$ cat src/rtl/and_tree_pipe_pkg.sv
// and_tree_pkg: mode encodings and elaboration helpers shared by the pipelined
// reduction tree (and_tree_pipe) and its per-level stage (and_tree_stage).
package and_tree_pkg;

    typedef enum logic [1:0] {
        MODE_AND  = 2'd0,
        MODE_NAND = 2'd1,
        MODE_OR   = 2'd2,
        MODE_NOR  = 2'd3
    } mode_e;

    // Tree depth needed to reduce n entries with f-input nodes, never less than one level.
    function automatic int unsigned clog_fanin(input int unsigned n, input int unsigned f);
        int unsigned lv;
        int unsigned cap;
        lv  = 0;
        cap = 1;
        for (int unsigned i = 0; i < 32; i++) begin
            if (cap < n) begin
                cap = cap * f;
                lv  = lv + 1;
            end
        end
        return (lv == 0) ? 32'd1 : lv;
    endfunction

    // Entries remaining after k levels of f-input combining (level 0 is the raw input).
    function automatic int unsigned nodes_at_level(input int unsigned n, input int unsigned f,
                                                   input int unsigned k);
        int unsigned cnt;
        cnt = n;
        for (int unsigned i = 0; i < k; i++) begin
            cnt = (cnt + f - 1) / f;
        end
        return cnt;
    endfunction

    // Padding value that leaves the base op unchanged: ones for AND, zeros for OR.
    function automatic logic base_identity(input mode_e m);
        return ~m[1];
    endfunction

endpackage

$ cat src/rtl/and_tree_pipe_stage.sv
// and_tree_stage: one tree level -- FANIN-ary AND/OR combine with identity padding,
// followed by a valid/data/mode register that advances when downstream is ready.
module and_tree_stage
    import and_tree_pkg::*;
#(
    parameter  int unsigned N_IN  = 4,
    parameter  int unsigned WIDTH = 1,
    parameter  int unsigned FANIN = 4,
    localparam int unsigned N_OUT = (N_IN + FANIN - 1) / FANIN
) (
    input  logic                   clk,
    input  logic                   rst_n,
    input  logic                   in_valid,
    output logic                   in_ready,
    input  logic [N_IN*WIDTH-1:0]  in_data,
    input  mode_e                  in_mode,
    output logic                   out_valid,
    input  logic                   out_ready,
    output logic [N_OUT*WIDTH-1:0] out_data,
    output mode_e                  out_mode
);

    localparam int unsigned N_PAD = N_OUT * FANIN;

    logic                   is_or;
    logic [WIDTH-1:0]       ident;
    logic [WIDTH-1:0]       node_acc;
    logic [N_PAD*WIDTH-1:0] padded;
    logic [N_OUT*WIDTH-1:0] combined;

    // The last group is filled with the identity value so it reduces like a full group.
    always_comb begin
        is_or    = in_mode[1];
        ident    = {WIDTH{base_identity(in_mode)}};
        padded   = {N_PAD{ident}};
        padded[N_IN*WIDTH-1:0] = in_data;
        combined = '0;
        node_acc = '0;
        for (int unsigned n = 0; n < N_OUT; n++) begin
            node_acc = ident;
            for (int unsigned j = 0; j < FANIN; j++) begin
                if (is_or) begin
                    node_acc = node_acc | padded[(n*FANIN + j)*WIDTH +: WIDTH];
                end else begin
                    node_acc = node_acc & padded[(n*FANIN + j)*WIDTH +: WIDTH];
                end
            end
            combined[n*WIDTH +: WIDTH] = node_acc;
        end
    end

    assign in_ready = ~out_valid | out_ready;

    always_ff @(posedge clk or negedge rst_n) begin
        if (!rst_n) begin
            out_valid <= 1'b0;
            out_data  <= '0;
            out_mode  <= MODE_AND;
        end else if (in_ready) begin
            out_valid <= in_valid;
            if (in_valid) begin
                out_data <= combined;
                out_mode <= in_mode;
            end
        end
    end

endmodule

$ cat src/rtl/and_tree_pipe.sv
// and_tree_pipe: pipelined NUM_IN-word bitwise AND/NAND/OR/NOR reduction through a FANIN-ary tree.
// Define AND_TREE_PIPE_STALL_CNT_EN to add the CNT_CLR input and the saturating STALL_CNT output.
module and_tree_pipe
    import and_tree_pkg::*;
#(
    parameter int unsigned NUM_IN = 4,
    parameter int unsigned WIDTH  = 1,
    parameter int unsigned FANIN  = 4
) (
    input  logic                    CLK,
    input  logic                    RSTB,
    input  logic [NUM_IN*WIDTH-1:0] IN,
    input  logic [1:0]              MODE,
    input  logic                    IN_VALID,
    output logic                    IN_READY,
    output logic [WIDTH-1:0]        Q,
    output logic                    Q_VALID,
    input  logic                    Q_READY
`ifdef AND_TREE_PIPE_STALL_CNT_EN
    ,
    input  logic                    CNT_CLR,
    output logic [15:0]             STALL_CNT
`endif
);

    localparam int unsigned LEVELS = clog_fanin(NUM_IN, FANIN);

    // Each level keeps its own handshake nets; neighbours are reached by generate-block name
    // so the combinational ready chain never folds back onto a single vector.
    for (genvar k = 0; k < LEVELS; k++) begin : g_lvl
        localparam int unsigned N_I = nodes_at_level(NUM_IN, FANIN, k);
        localparam int unsigned N_O = nodes_at_level(NUM_IN, FANIN, k + 1);

        logic               s_in_valid;
        logic               s_in_ready;
        logic [N_I*WIDTH-1:0] s_in_data;
        mode_e              s_in_mode;
        logic               s_out_valid;
        logic               s_out_ready;
        logic [N_O*WIDTH-1:0] s_out_data;
        mode_e              s_out_mode;

        if (k == 0) begin : g_src
            assign s_in_valid = IN_VALID;
            assign s_in_data  = IN;
            assign s_in_mode  = mode_e'(MODE);
        end else begin : g_src
            assign s_in_valid = g_lvl[k-1].s_out_valid;
            assign s_in_data  = g_lvl[k-1].s_out_data;
            assign s_in_mode  = g_lvl[k-1].s_out_mode;
        end

        if (k == LEVELS - 1) begin : g_snk
            assign s_out_ready = Q_READY;
        end else begin : g_snk
            assign s_out_ready = g_lvl[k+1].s_in_ready;
        end

        and_tree_stage #(
            .N_IN  (N_I),
            .WIDTH (WIDTH),
            .FANIN (FANIN)
        ) u_stage (
            .clk       (CLK),
            .rst_n     (RSTB),
            .in_valid  (s_in_valid),
            .in_ready  (s_in_ready),
            .in_data   (s_in_data),
            .in_mode   (s_in_mode),
            .out_valid (s_out_valid),
            .out_ready (s_out_ready),
            .out_data  (s_out_data),
            .out_mode  (s_out_mode)
        );
    end

    assign IN_READY = g_lvl[0].s_in_ready;
    assign Q_VALID  = g_lvl[LEVELS-1].s_out_valid;
    // NAND/NOR inversion uses the mode that travelled with the beat, not the live MODE input.
    assign Q = g_lvl[LEVELS-1].s_out_data ^ {WIDTH{g_lvl[LEVELS-1].s_out_mode[0]}};

`ifdef AND_TREE_PIPE_STALL_CNT_EN
    logic [15:0] stall_cnt_q;

    always_ff @(posedge CLK or negedge RSTB) begin
        if (!RSTB) begin
            stall_cnt_q <= '0;
        end else if (CNT_CLR) begin
            stall_cnt_q <= '0;
        end else if (Q_VALID && !Q_READY && (stall_cnt_q != '1)) begin
            stall_cnt_q <= stall_cnt_q + 16'd1;
        end
    end

    assign STALL_CNT = stall_cnt_q;
`endif

endmodule

$ cat config.mk
export PLATFORM = sky130hd
export DESIGN_NAME = and_tree_pipe
export DESIGN_NICKNAME = d
export VERILOG_FILES = /design/src/rtl/and_tree_pipe_pkg.sv /design/src/rtl/and_tree_pipe_stage.sv /design/src/rtl/and_tree_pipe.sv
export SDC_FILE = /design/constraint.sdc
export NUM_CORES = 1
export LEC_CHECK = 0
export BUFFER_PORTS_ARGS = -buffer_cell sky130_fd_sc_hd__buf_2
export CORE_AREA = 2 2 39 41
export CTS_CLUSTER_DIAMETER = 50
export DETAILED_ROUTE_END_ITERATION = 12
export DIE_AREA = 0 0 41 43
export HOLD_SLACK_MARGIN = 0.02
export SYNTH_ARGS = -nofsm -noshare
export SYNTH_HDL_FRONTEND = slang
export SYNTH_SLANG_ARGS = --single-unit
$ cat constraint.sdc
create_clock -name CLK -period 0.9 [get_ports CLK]
set_input_delay 0.045 -clock CLK [delete_from_list [all_inputs] [get_ports CLK]]
set_output_delay 0.045 -clock CLK [all_outputs]
set_load 0.05 [all_outputs]
**Word level (Yosys, flattened, before mapping)**

Index checks and enable logic that the tools add are counted.

- Output and inout bits: 3
- Bits of input ports: 10
- Register bits: 3
- Logic and storage cells: 20

- Bitwise operators: 12
- Mux-type cells: 4
- Reductions and logical operators: 1

Operators with widths:

| cell | number |
|---|---|
| 1-bit OR | 5 |
| 1-bit AND | 4 |
| 1-bit two-way mux | 4 |
| 1-bit NOT | 2 |
| 2-bit AND reduction | 1 |
| 1-bit bitwise XOR | 1 |

**Depth between registers and ports, before layout**

Gate-level depths: netlist of the first run.

- Word-level depth: 9
- Gate-level depth with buffers: 3
- Depth with buffers taken out: 3

**Modules after synthesis**

A second synthesis of the first run with hierarchy kept.

- Cell total of the unflattened synthesis: 15
- Area, all modules: 188.9 µm²

Modules (own cells, without submodules):

| module | cells an instance | area each (µm²) | instances | seq. area each (µm²) |
|---|---|---|---|---|
| and_tree_stage | 14 | 180.2 | 1 | 100.1 |
| and_tree_pipe | 1 | 8.8 | 1 | 0.0 |

**Worst setup path after synthesis of the first run**

OpenSTA, ideal clock, no wires.

- Kind: reg2reg
- Start point: register g_lvl[0].u_stage.out_valid
- End point: register g_lvl[0].u_stage.out_data
- Setup time: 125 ps
- Arrival: 1602 ps
- Path slack: -827 ps
- Path buffers: 0
- Clock period less this slack: 1727 ps
- Data required time: 775 ps
- Cell stages (with the launch flop): 4
- Path through: dfrtp_1 > nand2b_1 > nand2_1 > mux2_2

- Cells in the longest elaborated chain, start to end: 3

Ends and longest elaborated chain:

| item | line | RTL |
|---|---|---|
| start, declared | and_tree_pipe_stage.sv:17 | `output logic out_valid,` |
| start signal, assigned | and_tree_pipe_stage.sv:60 | `out_valid <= in_valid;` |
| 1-bit NOT | and_tree_pipe_stage.sv:52 | `assign in_ready = ~out_valid \| out_ready;` |
| 1-bit OR | and_tree_pipe_stage.sv:52 |  |
| net IN_READY | and_tree_pipe.sv:15 | `output logic IN_READY,` |
| 2-bit AND reduction (no source line) | - |  |
| end signal, assigned | and_tree_pipe_stage.sv:62 | `out_data <= combined;` |
| end, declared | and_tree_pipe_stage.sv:19 | `output logic [N_OUT*WIDTH-1:0] out_data,` |

The timed path passes the listed nets, and every way through them passes these cells.
A chain may end at the register's enable or synchronous reset.

**Worst setup path in the final report of the first run**

- Start point: register g_lvl[0].u_stage.out_data
- End point: output port Q

- Cells in the longest elaborated chain, start to end: 1

Ends and longest elaborated chain:

| item | line | RTL |
|---|---|---|
| 1-bit bitwise XOR | and_tree_pipe.sv:80 | `assign Q = g_lvl[LEVELS-1].s_out_data ^ {WIDTH{g_lvl[LEVELS-1].s_out_mode[0]}};` |
| end, declared | and_tree_pipe.sv:16 | `output logic [WIDTH-1:0] Q,` |

Every way passes these cells.

==> results of run 1 <==
==> routing by layer <==
layer	vias up	track usage, %	wire (um)
met3	0	6.81	83
met2	15	7.50	211
met4	0	6.00	0
li1	89	-	-
met5	-	0	0
met1	70	9.71	220
==> flip-flops by register name, summed over array words and instances, names as in the netlist <==
name                     cells
g_lvl.u_stage.out_data       1
g_lvl.u_stage.out_mode       1
g_lvl.u_stage.out_valid      1
==> through the flow <==
stage	utilization [%]	instances
floorplan	-	13
global route	28.5	51
CTS	27.7	51
detailed placement	20.8	43
finish	28.5	51
global placement	20.8	43
==> cell type report <==
class / instances / area, um2
tap: 16 / 20.0
clock buffer: 4 / 26.3
multi-input combinational: 10 / 124
fill: 154 / 990
timing repair buffer: 18 / 145
sequential: 3 / 78.8
==> critical path, stage by stage (launching register included) <==
cell     delay (ps)
dfrtp_2         430
xor2_4          180
buf_6           150
==> worst paths after layout <==
check / to / slack, ps / depth (start not counted)
min in group asynchronous: g_lvl[0].u_stage.out_mode[0] / 140 / 2
max in group asynchronous: g_lvl[0].u_stage.out_data / 630 / 2
hold reg to reg: g_lvl[0].u_stage.out_mode[0] / 680 / 2
setup reg to reg: g_lvl[0].u_stage.out_mode[0] / -90 / 3
setup / recovery: Q / -150 / 2
hold / removal: g_lvl[0].u_stage.out_mode[0] / 40 / 2
==> placed cells by master (no fill, tap or decap) <==
| master | synthesis | layout |
|---|---|---|
| xor2_4 | 0 | 1 |
| dfrtp_2 | 0 | 3 |
| dlygate4sd3_1 | 0 | 1 |
| buf_8 | 0 | 2 |
| nand2b_4 | 0 | 2 |
| buf_2 | 0 | 9 |
| buf_4 | 0 | 2 |
| clkbuf_1 | 0 | 1 |
| clkbuf_4 | 0 | 3 |
| buf_6 | 0 | 4 |
| nor4_2 | 1 | 1 |
| nor2_1 | 1 | 1 |
| a31oi_1 | 1 | 1 |
| nor3_1 | 1 | 1 |
| nand2_4 | 0 | 1 |
| mux2_4 | 0 | 2 |
==> where the power goes <==
part / internal (mW) / switching, mW
sequential: 0.157 / 0.0278
combinational: 0.148 / 0.130
clock: 0.167 / 0.0767
total: 0.472 / 0.235
==> cell families after synthesis <==
| group | synth area share, % |
|---|---|
| AOI/OAI and AO/OA | 4.17 |
| xor gates and xnor gates | 5.83 |
| DFF | 50.0 |
| muxes | 15.0 |
| and+or+nand+nor | 25.0 |
==> synth_stat cells (all sizes together) <==
cell | n | area (um2)
nor4 | 1 | 12.5
dfrtp | 3 | 75.1
nand2 | 1 | 3.75
nand2b | 2 | 12.5
a31oi | 1 | 6.26
nor3 | 1 | 5.00
mux2 | 2 | 22.5
nor2 | 1 | 3.75
xor2 | 1 | 8.76
==> repair_timing <==
action,4_1_cts,5_1_grt
hold buffers,1,0
setup buffers,3,0
endpoints found under the setup margin,5,6
endpoints found under the hold margin,3,0
gates resized for setup,12,2
pin swaps,1,0
==> results_dict.tcl, run 1 <==
set metrics [dict create \
    syn_area_um2 150 \
    antenna_found_initial 0 \
    syn-instance-count 13 \
    post-route-cell-area_um2 394 \
    ctsHtreeMaxLevel 1 \
    syn_nets 23 \
    drtIter0Drc 0 \
    wl_per_cell_um 10.1 \
    cts_tree "yes" \
    fmax_mhz 956 \
    numCtsBuffers 3 \
    slew_violations 0 \
    ir_drop_mv 0.681 \
    failed_checks "setup timing" \
    period_needed_ps 1050 \
    grt_overflow_total 0 \
    fin_nets 46 \
    rsz0062_at_grt "true" \
    clockBufferDepth 2 \
    worst_slew_pin_slew_ps 189 \
    synthDistinctLibCells 9 \
    ys_ff_latch 3 \
    diodes 0 \
    required_ps 850 \
    startpoint "g_lvl[0].u_stage.out_data" \
    crit_fanout 2 \
    root_buffer "clkbuf_4" \
    cts.sinks 3 \
    p_leak_nw 0.190 \
    die_area_mm2 0.00176 \
    slew_headroom_pct 87.3 \
    core_area_mm2 0.00138 \
    vias 174 \
    worstHoldPathType "in2reg" \
    grt_pass1_wl_um 786 \
    grt_pass1_vias 167 \
    port_buffers 12 \
    drive_gt1_share_pct 85.7 \
    die_x_um 41 \
    clkTransAtPathRegs_ps 40 \
    cp-start-kind "register" \
    totalWireLength_um 515 \
    dp_slack_ps -53.9 \
    cp.arrival_ps 1000 \
    rr_startpoint "g_lvl[0].u_stage.out_valid" \
    pin_count 13 \
    setup_viol 5 \
    grt_usage_pct 7.65 \
    finalPower_mw 0.706 \
    viasPerCell 3.41 \
    yosys_warnings 0 \
    grt_max_degree 4 \
    synth_area_per_cell_um2 11.5 \
    tns_ps -536 \
    clock_latency_ps 240 \
    drcViolationCount 0 \
    maxCapViolations 0 \
    status "complete, but fails checks" \
    end_kind "primary output" \
    area_delta_synth_final_pct 163 \
    routabilityCongestion 0.669 \
    fin_skew_ps 3.55 \
    power_density_mw_per_mm2 1790 \
    min_from "MODE[0]" \
    drt_pre_antenna_iters 1 \
    worst-setup-path-type "reg2out" \
    timing.hold.ws_ps 44.0 \
    worst_slack_ps -147 \
    die_h_um 43 \
    fin_crit_sh_pct 116 \
    rows 14 \
    initial_core_util_pct 10.8 \
    finalHoldViolCount 0 \
    placed_cell_area_um2 288 \
    postRouteAntennaNets 0 \
    ys_seq_area_share_pct 50.0 \
]
(Power assumes the default switching activity.)
==> run 2, diff against run 1 <==
--- a/config.mk
+++ b/config.mk
@@ -5,7 +5,7 @@
 export SDC_FILE = /design/constraint.sdc
 export NUM_CORES = 1
 export LEC_CHECK = 0
-export BUFFER_PORTS_ARGS = -buffer_cell sky130_fd_sc_hd__buf_2
+export BUFFER_PORTS_ARGS = -buffer_cell sky130_fd_sc_hd__buf_4
 export CORE_AREA = 2 2 39 41
 export CTS_CLUSTER_DIAMETER = 50
 export DETAILED_ROUTE_END_ITERATION = 12
@@ -13,4 +13,5 @@
 export HOLD_SLACK_MARGIN = 0.02
 export SYNTH_ARGS = -nofsm -noshare
 export SYNTH_HDL_FRONTEND = slang
+export SYNTH_HIERARCHICAL = 1
 export SYNTH_SLANG_ARGS = --single-unit
==> run 2 against run 1 <==
Compared with the run above:
- the run still ends with setup timing left
- clock power shrank 2%
- clock skew is essentially flat
- via count shrank 1.1%
- die area is the same
- wire length shrank 16%
- non-clock buffer count shrank 2
- critical path type unchanged
- largest cell class unchanged
==> results_dict.tcl, run 2 <==
set metrics [dict create \
    finalHoldViolCount 0 \
    final_cell_count_no_fill 49 \
    power_density_mw_per_mm2 1760 \
    drt_pre_antenna_iters 1 \
    die_x_um 41 \
    cpPeakStageDelay_ps 430 \
    final_cell_mix "buf_4 (10), clkbuf_4 (3), dfrtp_2 (3), buf_6 (3)" \
    rows 14 \
    required_ps 850 \
    cts_tree "yes" \
    maxCapViolations 0 \
    grt_overflow_total 0 \
    crit_fanout 2 \
    reg2reg_setup_slack_ps -70 \
    drcViolationCount 0 \
    yosys_warnings 6 \
    end_kind "primary output" \
    syn-instance-count 13 \
    grt_pass1_wl_um 696 \
    slowest_stage "dfrtp_2" \
    status "complete, but fails checks" \
    root_buffer "clkbuf_4" \
    failed_checks "setup timing" \
    core_area_mm2 0.00138 \
    clockBufferDepth 2 \
    slew_headroom_pct 87.4 \
    fin_util_pct 28.2 \
    ir_drop_mv 0.571 \
    port_buffers 12 \
    slew_violations 0 \
    grt_max_degree 4 \
    seqCellArea_um2 78.8 \
    routabilityCongestion 0.687 \
    n_fill_cell 145 \
    dp_slack_ps -48.8 \
    wl_per_cell_um 8.84 \
    rsz0062_at_grt "true" \
    cp.arrival_ps 1000 \
    final_common_cell "buf_4" \
    tns_ps -448 \
    worstHoldPathType "in2reg" \
    multiInputGateArea_um2 116 \
    top_regs "g_lvl.u_stage/out_data (1), g_lvl.u_stage/out_mode (1), g_lvl.u_stage/out_valid (1)" \
    fin_crit_sh_pct 116 \
    synth_area_per_cell_um2 11.7 \
    totalWireLength_um 433 \
    diodes 0 \
    cts.sinks 3 \
    worst_slew_pin_slew_ps 187 \
    ctsHtreeMaxLevel 1 \
    crit_chain "xor2_4 > buf_6" \
    drive_gt1_share_pct 81.8 \
    fmax_mhz 960 \
    fin_nets 44 \
    initial_core_util_pct 11.0 \
    grt_usage_pct 6.65 \
    cp-start-kind "register" \
    die_area_mm2 0.00176 \
    postRouteAntennaNets 0 \
    syn_nets 23 \
    worst_slack_ps -142 \
    pin_count 13 \
    area_delta_synth_final_pct 156 \
    fin_skew_ps 4.01 \
    p_leak_nw 0.181 \
    die_h_um 43 \
    antenna_found_initial 0 \
    setup_viol 5 \
    viasPerCell 3.51 \
    grt_pass1_vias 161 \
    drtIter0Drc 0 \
    numCtsBuffers 3 \
    vias 172 \
    clkTransAtPathRegs_ps 40 \
    worst-setup-path-type "reg2out" \
    clock_latency_ps 230 \
    syn_area_um2 153 \
    post-place-cells 43 \
    period_needed_ps 1040 \
]
==> run 2: changes by cell type in the layout (fill, tap and decap cells not counted) <==
| cell | change |
|---|---|
| buf_6 | -1 |
| buf_4 | +8 |
| nand2b_4 | -1 |
| buf_2 | -9 |
| nand2b_1 | +1 |
==> run 2: report_power, final <==
part / internal, mW / leakage (nW) / switching (mW) / total (mW)
Sequential: 0.157 / 0.0318 / 0.0283 / 0.185
Combinational: 0.141 / 0.134 / 0.123 / 0.264
Clock: 0.166 / 0.0150 / 0.0704 / 0.237
==> run 2: critical path: cells and delay by family (launching register included) <==
family | cells | cell delay, ps
flops | 1 | 430
buf+inv | 1 | 150
xor+xnor | 1 | 190
==> run 2: timing repair <==
| action | in CTS | in global routing |
|---|---|---|
| hold buffers | 1 | 0 |
| setup endpoints to repair | 5 | 5 |
| resized for setup | 8 | 1 |
| setup buffers | 1 | 0 |
| endpoints found under the hold margin | 3 | 0 |
==> run 2: cell type report <==
cell class                 instances  area share (%)
timing repair buffer              16            38.1
multi-input combinational         10            29.8
sequential                         3            20.2
clock buffer                       4            6.73
tap                               16            5.13
==> run 2: through the flow <==
stage / hold WS, ps / area (um2) / power (mW)
5_1_grt: 37.5 / 390 / 0.733
3_5_place_dp: -160 / 318 / 0.410
3_3_place_gp: -161 / 318 / 0.407
4_1_cts: 25.8 / 389 / 0.704
6_report: 35.8 / 390 / 0.686
2_1_floorplan: -251 / 193 / 0.322
==> run 2: final timing paths <==
path,cells past startpoint,from,endpoint
min,2,IN_VALID,g_lvl[0].u_stage/out_valid
max in group asynchronous,2,RSTB,g_lvl[0].u_stage/out_mode[0]
min reg2reg,1,g_lvl[0].u_stage/out_data,g_lvl[0].u_stage/out_data
max reg2reg,3,g_lvl[0].u_stage/out_valid,g_lvl[0].u_stage/out_mode[0]
max,2,g_lvl[0].u_stage/out_mode[0],Q
min in group asynchronous,2,RSTB,g_lvl[0].u_stage/out_data
==> run 2: per-layer routing <==
layer	GRT usage (%)	part of all wire [%]
met1	9.12	45
met2	5.94	40
met3	3.66	15
met4	8.00	0
met5	0	0
